===== src/rtl/sys_pkg.sv =====
// Shared definitions for the system LED/debug monitor.
//   sys_mode_e    : decoded display mode (DIRECT / HOLD / SCAN)
//   MODE_CODE_*   : raw 2-bit SYS_mode encodings
//   cnt_w()       : counter width for a 0..n-1 counter, never below 1 bit
package sys_pkg;

  typedef enum logic [1:0] {
    MODE_DIRECT = 2'b00,
    MODE_HOLD   = 2'b01,
    MODE_SCAN   = 2'b10
  } sys_mode_e;

  localparam logic [1:0] MODE_CODE_DIRECT     = 2'b00;
  localparam logic [1:0] MODE_CODE_HOLD       = 2'b01;
  localparam logic [1:0] MODE_CODE_SCAN       = 2'b10;
  localparam logic [1:0] MODE_CODE_ALT_DIRECT = 2'b11;

  // $clog2(1) is 0, which would give a zero-width counter.
  function automatic int unsigned cnt_w(input int unsigned n);
    return (n <= 2) ? 1 : $clog2(n);
  endfunction

endpackage


===== src/rtl/sys_tick_gen.sv =====
// Free-running modulo-DIV counter producing a one-cycle tick on its last count.
// Ports:
//   clk  : clock
//   rst  : asynchronous active-high reset (counter to 0)
//   clr  : synchronous clear, restarts the count at 0 and suppresses the tick
//   tick : high for one cycle every DIV cycles (every cycle when DIV=1)
module sys_tick_gen
  import sys_pkg::*;
#(
  parameter int unsigned DIV = 4
) (
  input  logic clk,
  input  logic rst,
  input  logic clr,
  output logic tick
);

  localparam int unsigned     CW   = cnt_w(DIV);
  localparam logic [CW-1:0]   LAST = CW'(DIV - 1);

  logic [CW-1:0] cnt_p1;

  assign tick = (cnt_p1 == LAST) && !clr;

  always_ff @(posedge clk or posedge rst) begin
    if (rst) begin
      cnt_p1 <= '0;
    end else if (clr || (cnt_p1 == LAST)) begin
      cnt_p1 <= '0;
    end else begin
      cnt_p1 <= cnt_p1 + 1'b1;
    end
  end

endmodule


===== src/rtl/sys_led_monitor.sv =====
// Debug/LED front end of the MIPS system top.
// Selects one of NUM_CH debug channels onto SYS_leds, with DIRECT, HOLD and
// (optionally) auto-SCAN display modes, drives a heartbeat LED and produces a
// stretched core reset.
// Optional feature: define SYS_LED_AUTOSCAN_EN to build the SCAN mode and its
// step counter; without it, SYS_mode=10 behaves exactly as DIRECT.
// Ports:
//   clk            : system clock
//   SYS_reset      : asynchronous active-high reset
//   SYS_output_sel : requested channel
//   SYS_mode       : 00 DIRECT, 01 HOLD, 10 SCAN, 11 DIRECT
//   ch_data        : channel k at [k*CH_W +: CH_W]
//   ch_valid       : per-channel update strobe, used in HOLD
//   SYS_leds       : {cur_ch, shown data (zero-extended or truncated)}
//   CLK_led        : heartbeat, toggles every CLK_DIV cycles
//   cur_ch         : channel currently displayed
//   core_reset     : CPU core reset, released RST_STRETCH edges after SYS_reset
module sys_led_monitor
  import sys_pkg::*;
#(
  parameter  int unsigned NUM_CH      = 8,
  parameter  int unsigned CH_W        = 32,
  parameter  int unsigned LED_W       = 27,
  parameter  int unsigned CLK_DIV     = 25_000_000,
  parameter  int unsigned SCAN_DIV    = 50_000_000,
  parameter  int unsigned RST_STRETCH = 4,
  localparam int unsigned SEL_W       = $clog2(NUM_CH)
) (
  input  logic                   clk,
  input  logic                   SYS_reset,
  input  logic [SEL_W-1:0]       SYS_output_sel,
  input  logic [1:0]             SYS_mode,
  input  logic [NUM_CH*CH_W-1:0] ch_data,
  input  logic [NUM_CH-1:0]      ch_valid,
  output logic [LED_W-1:0]       SYS_leds,
  output logic                   CLK_led,
  output logic [SEL_W-1:0]       cur_ch,
  output logic                   core_reset
);

  localparam int unsigned DW   = LED_W - SEL_W;
  localparam int unsigned RS_W = cnt_w(RST_STRETCH);

  sys_mode_e        mode_p1;
  sys_mode_e        mode_nxt;
  logic [DW-1:0]    dat_p1;
  logic [SEL_W-1:0] cur_nxt;
  logic [SEL_W-1:0] cur_wrap;
  logic             upd_dat;
  logic             sel_ok;
  logic [CH_W-1:0]  ch_arr [NUM_CH];
  logic [CH_W-1:0]  ch_word;
  logic [DW-1:0]    dat_fit;
  logic             hb_tick;
  logic [RS_W-1:0]  rs_cnt_p1;

  for (genvar g = 0; g < NUM_CH; g++) begin : g_ch
    assign ch_arr[g] = ch_data[g*CH_W +: CH_W];
  end

  // Non-power-of-2 channel counts leave select codes with no channel behind them.
  assign sel_ok   = (32'(SYS_output_sel) < NUM_CH);
  assign cur_wrap = (cur_ch == SEL_W'(NUM_CH - 1)) ? '0 : cur_ch + 1'b1;

  // Mode decode: the FSM simply follows SYS_mode, one cycle late.
  always_comb begin
    mode_nxt = MODE_DIRECT;
    case (SYS_mode)
      MODE_CODE_HOLD: mode_nxt = MODE_HOLD;
`ifdef SYS_LED_AUTOSCAN_EN
      MODE_CODE_SCAN: mode_nxt = MODE_SCAN;
`endif
      default:        mode_nxt = MODE_DIRECT;
    endcase
  end

`ifdef SYS_LED_AUTOSCAN_EN
  logic scan_tick;

  // Held in clear outside SCAN so the first step comes SCAN_DIV cycles after entry.
  sys_tick_gen #(
    .DIV (SCAN_DIV)
  ) u_scan_tick (
    .clk  (clk),
    .rst  (SYS_reset),
    .clr  (mode_p1 != MODE_SCAN),
    .tick (scan_tick)
  );
`endif

  // Next displayed channel and whether the data field refreshes; decisions use
  // the incoming mode so a mode and select change in one cycle act together.
  always_comb begin
    cur_nxt = cur_ch;
    upd_dat = 1'b0;
    case (mode_nxt)
      MODE_HOLD: begin
        if (sel_ok) begin
          cur_nxt = SYS_output_sel;
          upd_dat = ch_valid[SYS_output_sel];
        end
      end
`ifdef SYS_LED_AUTOSCAN_EN
      MODE_SCAN: begin
        if (mode_p1 != MODE_SCAN) begin
          if (sel_ok) begin
            cur_nxt = SYS_output_sel;
            upd_dat = 1'b1;
          end
        end else begin
          if (scan_tick) begin
            cur_nxt = cur_wrap;
          end
          upd_dat = 1'b1;
        end
      end
`endif
      default: begin
        if (sel_ok) begin
          cur_nxt = SYS_output_sel;
          upd_dat = 1'b1;
        end
      end
    endcase
  end

  assign ch_word = ch_arr[cur_nxt];

  if (CH_W >= DW) begin : g_trunc
    assign dat_fit = ch_word[DW-1:0];
  end else begin : g_zext
    assign dat_fit = {{(DW - CH_W){1'b0}}, ch_word};
  end

  // ---- stage p1: mode, displayed channel and LED data registers ----
  always_ff @(posedge clk or posedge SYS_reset) begin
    if (SYS_reset) begin
      mode_p1 <= MODE_DIRECT;
      cur_ch  <= '0;
      dat_p1  <= '0;
    end else begin
      mode_p1 <= mode_nxt;
      cur_ch  <= cur_nxt;
      if (upd_dat) begin
        dat_p1 <= dat_fit;
      end
    end
  end

  assign SYS_leds = {cur_ch, dat_p1};

  // Heartbeat
  sys_tick_gen #(
    .DIV (CLK_DIV)
  ) u_hb_tick (
    .clk  (clk),
    .rst  (SYS_reset),
    .clr  (1'b0),
    .tick (hb_tick)
  );

  always_ff @(posedge clk or posedge SYS_reset) begin
    if (SYS_reset) begin
      CLK_led <= 1'b0;
    end else if (hb_tick) begin
      CLK_led <= ~CLK_led;
    end
  end

  // Reset stretcher: asserts with SYS_reset, releases on the RST_STRETCH-th
  // edge afterwards; a new SYS_reset pulse restarts the count via the async clear.
  always_ff @(posedge clk or posedge SYS_reset) begin
    if (SYS_reset) begin
      rs_cnt_p1  <= '0;
      core_reset <= 1'b1;
    end else if (core_reset) begin
      if (rs_cnt_p1 == RS_W'(RST_STRETCH - 1)) begin
        core_reset <= 1'b0;
      end else begin
        rs_cnt_p1 <= rs_cnt_p1 + 1'b1;
      end
    end
  end

endmodule

===== config.mk =====
export PLATFORM = sky130hd
export DESIGN_NAME = sys_led_monitor
export DESIGN_NICKNAME = d
export VERILOG_FILES = /design/src/rtl/sys_pkg.sv /design/src/rtl/sys_tick_gen.sv /design/src/rtl/sys_led_monitor.sv
export SDC_FILE = /design/constraint.sdc
export NUM_CORES = 1
export LEC_CHECK = 0
export ABC_AREA = 0
export CAP_MARGIN = 20
export CELL_PAD_IN_SITES_DETAIL_PLACEMENT = 1
export CELL_PAD_IN_SITES_GLOBAL_PLACEMENT = 1
export CORE_AREA = 2 2 131 120
export DETAILED_ROUTE_END_ITERATION = 6
export DIE_AREA = 0 0 133 122
export HOLD_SLACK_MARGIN = 0.08
export PLACE_DENSITY = 0.88
export RECOVER_POWER = 25
export SLEW_MARGIN = 20
export SYNTH_ARGS = -nofsm -noshare
export SYNTH_HDL_FRONTEND = slang
export SYNTH_HIERARCHICAL = 1
export SYNTH_SLANG_ARGS = --single-unit

===== constraint.sdc =====
create_clock -name clk -period 4.1 [get_ports clk]
set_input_delay 0.41 -clock clk [delete_from_list [all_inputs] [get_ports clk]]
set_output_delay 0.41 -clock clk [all_outputs]
set_load 0.03 [all_outputs]

==> flow_summary_export.csv, run 1 <==
group,metric,value,unit
grt,grt-busiest-layer,"met2",
critical_path,reg2reg_depth,5,
logic_synthesis,syn_inst,294,
hold_path,min_from,"SYS_output_sel[0]",
grt,grt.met3_usage,0.0520,
pwr,p_per_area,250,nW/µm²
place,gp_congestion,0.792,
critical_path,r2r_slack,1.79,ns
logic_synthesis,synth_async_sr_flop_share,1.00,
drt,wl,15100,µm
timing,period_share,0.615,
drt,drcViolationCount,0,
finish,fin_cells,726,
die,core,15000,µm²
logic_synthesis,syn_avg_cell_area,13.9,µm²
logic_synthesis,yosys.area.top_type_share,0.336,
clocking,cts.hold.buffers_added,0,
hold_path,timing.hold.worst.class,"input pin to register",
finish,nets,796,
die,num_rows,43,
drt,drt-pass1-iter-count,4,
place,portBuffers,238,
logic_synthesis,synth-edff-count,0,
timing,rsz0062_at_grt,"no",
die,dieArea,16200,µm²
critical_path,crit_arrival,2.70,ns
clocking,cts.clk_slew.worst_paths,0.07,ns
drt,viasPerCell,4.94,
timing,post-route-min-period,2.52,ns
die,io_pins,303,
grt,met2_usage,0.375,
logic_synthesis,yosysTopAreaCell,"dfrtp_1",
critical_path,worst-path-max-fanout,26,
timing,slew_viol_final,32,
timing,slew_headroom,-0.225,
hold_path,hold_end,"cur_ch[0]",
finish,area_growth,64.7,%
critical_path,r2r-end,"u_hb_tick/cnt_p1[22]",
die,die_h,122,µm
clocking,h-tree-depth,2,
logic_synthesis,syn_area,4100,µm²
logic_synthesis,ys_types,41,
timing,tightest_slew,1.84,ns
logic_synthesis,synthTopCellsByArea,"dfrtp_1 (34%), mux4_2 (21%), mux2_2 (8.0%)",
drt,first_iter_violations,136,
drt,avgRoutedWirePerCell,20.8,µm
grt,grt_overflow_total,0,
grt,grt_pass1_vias,4251,
drt,ant_nets,0,
finish,antennaDiodeCount,0,
grt,grt_pass1_wl,23500,µm
outcome,outcome,"finished, violations left",
pwr,p_leak,2.61,nW
clocking,clock_path_buffers,2,
timing,setup-tns-final,0,ns
place,dpl.hpwl,12200,µm
outcome,violations,"capacitance limit, slew limit",
place,placed_cells,717,
grt,antenna_found_initial,0,
critical_path,startpoint_type,"input pin",
logic_synthesis,synth_top_flop_cell,"dfrtp_1",
clocking,clock_sinks,56,
clocking,cts_setup_buffers,0,
grt,grt_max_degree,50,
critical_path,timing.rr.start,"u_hb_tick/cnt_p1[0]",
timing,final_hold_viol_count,0,
logic_synthesis,synth-seq-cells,56,
clocking,tritoncts,"done",
critical_path,critPathRequiredTime,4.28,ns
clocking,post_cts_resized,0,
drt,vias,3590,
grt,use_met1,0.197,
clocking,insertion_delay,0.29,ns
timing,fmax,396,MHz
clocking,cts_buffers,5,
pwr,ir_drop,0.000172,V
flow_run,maxCapViolations,1,
logic_synthesis,synth_warnings,6,
grt,grtUsageTotal,0.188,
critical_path,crit_type,"input pin to register",
clocking,cts_root_buf,"clkbuf_16",
hold_path,min_path_cells,1,
die,fp.dieW,133,µm
die,initial_core_util,0.273,
finish,drive_gt1_frac,0.219,
logic_synthesis,ys_seq_area_frac,0.342,
critical_path,end_kind,"register",
timing,fin_skew,0.00772,ns
timing,final-setup-viol-count,0,
-- stage by stage --
| step | utilization | instance area, µm² | power, mW | hold WS, ns | setup slack, ns |
|---|---|---|---|---|---|
| after floorplan | - | 4100 | 0.940 | 0.437 | 2.01 |
| after global placement | 0.438 | 6580 | 1.25 | 0.460 | 1.31 |
| after detailed placement | 0.438 | 6580 | 1.27 | 0.465 | 1.24 |
| after CTS | 0.448 | 6720 | 1.70 | 0.479 | 1.55 |
| after global routing | 0.449 | 6740 | 1.76 | 0.487 | 1.39 |
| final | 0.449 | 6740 | 1.69 | 0.473 | 1.58 |
-- kinds of logic (layout without fill, tap and decap cells) --
logic type,after synthesis,after routing,share of synthesized area
muxes,102,102,0.441
and+or+nand+nor,69,69,0.0978
DFF,56,56,0.343
buffers and inverters,29,258,0.0501
AOI/OAI and AO/OA,19,19,0.0269
xor gates and xnor gates,16,16,0.0342
adders and majority gates,2,2,0.00611
other,1,2,0.000916
-- power by group --
part / leakage [nW] / switching (mW) / total, mW / internal, mW
sequential: 0.712 / 0.0281 / 0.623 / 0.594
clock: 0.0681 / 0.200 / 0.429 / 0.229
combinational: 1.83 / 0.236 / 0.634 / 0.398
total: 2.61 / 0.465 / 1.69 / 1.22
-- cell usage after synthesis, types with 2 or more instances --
master and count:
dfrtp_1 55, mux4_2 39, mux2_2 29, mux2_4 20, nor2_1 19, mux4_1 10
nand2_1 9, xnor2_1 9, a21oi_1 8, inv_1 7, xor2_1 7, o21ai_0 6
or3_1 6, buf_2 5, clkbuf_1 5, nand3_1 5, nand4_1 5, nor4_1 5
buf_6 4, mux2i_1 4, nor3_1 4, buf_12 3, buf_4 3, o31ai_1 3
buf_1 2, ha_1 2, or2_2 2, or3_2 2, or4_1 2, or4_2 2
or4_4 2
-- registers in the layout, indices dropped and copies added, names as in the netlist --
signal,flops
core_reset,1
dat_p1,24
CLK_led,1
cur_ch,3
rs_cnt_p1,2
u_hb_tick/cnt_p1,25
-- area by class of cell --
cell class                 count  area (µm²)
sequential                    56        1400
fill                        1534        8270
timing repair buffer         243        2430
tap                          202         253
inverter                       7        26.3
clock buffer                   7         133
clock inverter                 1        8.76
multi-input combinational    210        2490
-- critical path, stage by stage --
cell,delay [ns]
buf_4,0.39
mux2i_1,0.26
mux4_2,0.30
nand3b_2,0.73
mux2_4,0.58
-- worst max path at each step --
stage / startpoint / endpoint / cells past startpoint
after floorplan: u_hb_tick/cnt_p1[0] / u_hb_tick/cnt_p1[20] / 6
after global placement: SYS_output_sel[0] / dat_p1[15] / 5
after detailed placement: SYS_output_sel[0] / dat_p1[13] / 5
after CTS: SYS_output_sel[0] / dat_p1[0] / 5
after global routing: SYS_reset / dat_p1[14] / 3
final: SYS_output_sel[0] / dat_p1[0] / 5
-- routing by layer --
metal	part of all wire	up-vias
li1	-	1610
met1	0.35	1820
met2	0.57	137
met3	0.062	23
met4	0.019	0
met5	0	-
-- cells in the final DEF (no fill, tap or decap), drive strengths merged, types with 2 or more instances in the layout --
| cell | netlist | final |
|---|---|---|
| a21oi | 9 | 9 |
| buf | 17 | 6 |
| clkbuf | 5 | 8 |
| clkdlybuf4s50 | 0 | 235 |
| conb | 1 | 2 |
| dfrtp | 55 | 55 |
| ha | 2 | 2 |
| inv | 7 | 7 |
| mux2 | 49 | 49 |
| mux2i | 4 | 4 |
| mux4 | 49 | 49 |
| nand2 | 9 | 9 |
| nand3 | 6 | 6 |
| nand4 | 6 | 6 |
| nor2 | 19 | 19 |
| nor3 | 4 | 4 |
| nor4 | 5 | 5 |
| o21ai | 6 | 6 |
| o31ai | 3 | 3 |
| or2 | 2 | 2 |
| or3 | 8 | 8 |
| or4 | 6 | 6 |
| xnor2 | 9 | 9 |
| xor2 | 7 | 7 |
Note: power is estimated with default switching activity, not from simulation.
==> run 2, diff against run 1 <==
--- a/config.mk
+++ b/config.mk
@@ -9,11 +9,11 @@
 export CAP_MARGIN = 20
 export CELL_PAD_IN_SITES_DETAIL_PLACEMENT = 1
 export CELL_PAD_IN_SITES_GLOBAL_PLACEMENT = 1
-export CORE_AREA = 2 2 131 120
+export CORE_AREA = 2 2 136 125
 export DETAILED_ROUTE_END_ITERATION = 6
-export DIE_AREA = 0 0 133 122
+export DIE_AREA = 0 0 138 127
 export HOLD_SLACK_MARGIN = 0.08
-export PLACE_DENSITY = 0.88
+export PLACE_DENSITY = 0.82
 export RECOVER_POWER = 25
 export SLEW_MARGIN = 20
 export SYNTH_ARGS = -nofsm -noshare
==> constraint.sdc (replaced) <==
create_clock -name clk -period 2.35 [get_ports clk]
set_input_delay 0.235 -clock clk [delete_from_list [all_inputs] [get_ports clk]]
set_output_delay 0.235 -clock clk [all_outputs]
set_load 0.03 [all_outputs]
==> flow_summary_export.csv, run 2 (synthesized netlist as in run 1, its figures left out) <==
group,metric,value,unit
pwr,power,2.99,mW
clocking,clock_sinks,56,
clocking,cts_buffers,5,
grt,antenna_found_initial,2,
place,gp_congestion,0.849,
finish,reg.largest.list,"u_hb_tick/cnt_p1 (25), dat_p1 (24), cur_ch (3)",
grt,grt_max_degree,28,
timing,post-route-min-period,2.13,ns
drt,first_iter_violations,111,
grt,met2_usage,0.354,
finish,final_common_cell,"clkdlybuf4s50_1",
finish,final_area,6830,µm²
finish,largest_reg_flops,25,
drt,viasPerCell,4.85,
finish,most-common-layout-cells,"clkdlybuf4s50_1 (235), dfrtp_1 (55), mux4_2 (39)",
die,die_h,127,µm
clocking,insertion_delay,0.30,ns
critical_path,critPathRequiredTime,2.57,ns
grt,grt_overflow_total,0,
die,initial_core_util,0.257,
timing,fmax,469,MHz
die,num_rows,44,
clocking,cts_setup_buffers,0,
finish,nets,806,
place,placed_cells,733,
place,portBuffers,238,
timing,fin_skew,0.0107,ns
grt,grt_pass1_vias,4318,
drt,drcViolationCount,0,
timing,slew_viol_final,0,
clocking,cts_root_buf,"clkbuf_16",
timing,slew_headroom,0.0634,
timing,final_hold_viol_count,0,
timing,setup-tns-final,0,ns
critical_path,crit_type,"register to register",
clocking,clock_path_buffers,2,
die,core,16000,µm²
timing,rsz0062_at_grt,"no",
die,fp.dieW,138,µm
grt,grt_pass1_wl,24400,µm
clocking,h-tree-depth,2,
grt,use_met1,0.186,
timing,setup_ws,0.216,ns
finish,drive_gt1_frac,0.234,
critical_path,worst-path-max-fanout,11,
clocking,tritoncts,"done",
timing,final-setup-viol-count,0,
timing,tightest_slew,1.40,ns
place,placed_area,6690,µm²
drt,drt-pass1-iter-count,4,
finish,fin_cells,743,
clocking,cts.clk_slew.worst_paths,0.08,ns
outcome,outcome,"finished clean",
critical_path,startpoint_type,"register",
drt,avgRoutedWirePerCell,21.2,µm
hold_path,timing.hold.worst.class,"input pin to async pin",
pwr,p_per_area,438,nW/µm²
die,io_pins,303,
finish,regMostFlops,"u_hb_tick/cnt_p1",
die,dieArea,17500,µm²
flow_run,maxCapViolations,0,
place,dpl.hpwl,13300,µm
drt,ant_nets,0,
drt,wl,15700,µm
grt,grt.met3_usage,0.0487,
critical_path,crit_arrival,2.35,ns
critical_path,end_kind,"register",
drt,vias,3604,
finish,area_growth,66.8,%
pwr,ir_drop,0.000345,V
grt,grtUsageTotal,0.180,
timing,period_share,0.908,
clocking,post_cts_resized,0,
clocking,cts.hold.buffers_added,0,
grt,grt-busiest-layer,"met2",
place,dp_slack,0.198,ns
pwr,p_leak,2.65,nW
[run 2: cell types whose count changed in the layout (fill, tap and decap cells not counted), moves of 2 or more]
cell / before / now
buf_12: 0 / 2
buf_4: 4 / 10
diode_2: 0 / 2
inv_6: 0 / 2
[run 2: cell type report]
type	instances	area, µm²
diodes	2	5.00
clock buffers	5	125
clock inverters	3	25.0
fillers	1660	9130
inverters	7	26.3
multi-input cells	210	2490
flip-flops and latches	56	1400
well taps	207	259
repair buffers	253	2500
[run 2: metrics by stage]
step / utilization / hold slack [ns]
global placement: 0.419 / 0.461
floorplan: - / 0.262
CTS: 0.429 / 0.189
finish: 0.428 / 0.317
detailed placement: 0.419 / 0.460
global route: 0.428 / 0.330
[run 2: path summary, 6_finish.rpt]
path,from,to,slack [ns],depth (start not counted)
max,u_hb_tick/cnt_p1[0],u_hb_tick/cnt_p1[24],0.22,5
min,SYS_reset,dat_p1[6],0.32,2
max reg2reg,u_hb_tick/cnt_p1[0],u_hb_tick/cnt_p1[24],0.22,5
min reg2reg,rs_cnt_p1[0],rs_cnt_p1[0],0.47,1
max in group asynchronous,SYS_reset,u_hb_tick/cnt_p1[16],0.65,3
min in group clk,SYS_output_sel[1],cur_ch[1],0.46,2
[run 2: metal layers]
metal | wire length [µm] | part of all wire | vias up
met1 | 5600 | 0.36 | 1832
li1 | - | - | 1635
met4 | 320 | 0.020 | 0
met3 | 865 | 0.055 | 18
met5 | 0 | 0 | -
met2 | 8950 | 0.57 | 119
[run 2: critical path, cell delays in order, from the launching register on]
cell,delay [ns]
dfrtp_1,0.41
ha_1,0.22
nand3_2,0.11
or4_4,0.60
or4_1,0.53
a21oi_1,0.18
[run 2: power breakdown]
part	leakage, nW	internal (mW)	total, mW	switching, mW
combinational	1.87	0.701	1.12	0.423
sequential	0.712	1.04	1.09	0.0528
clock	0.0708	0.404	0.780	0.376
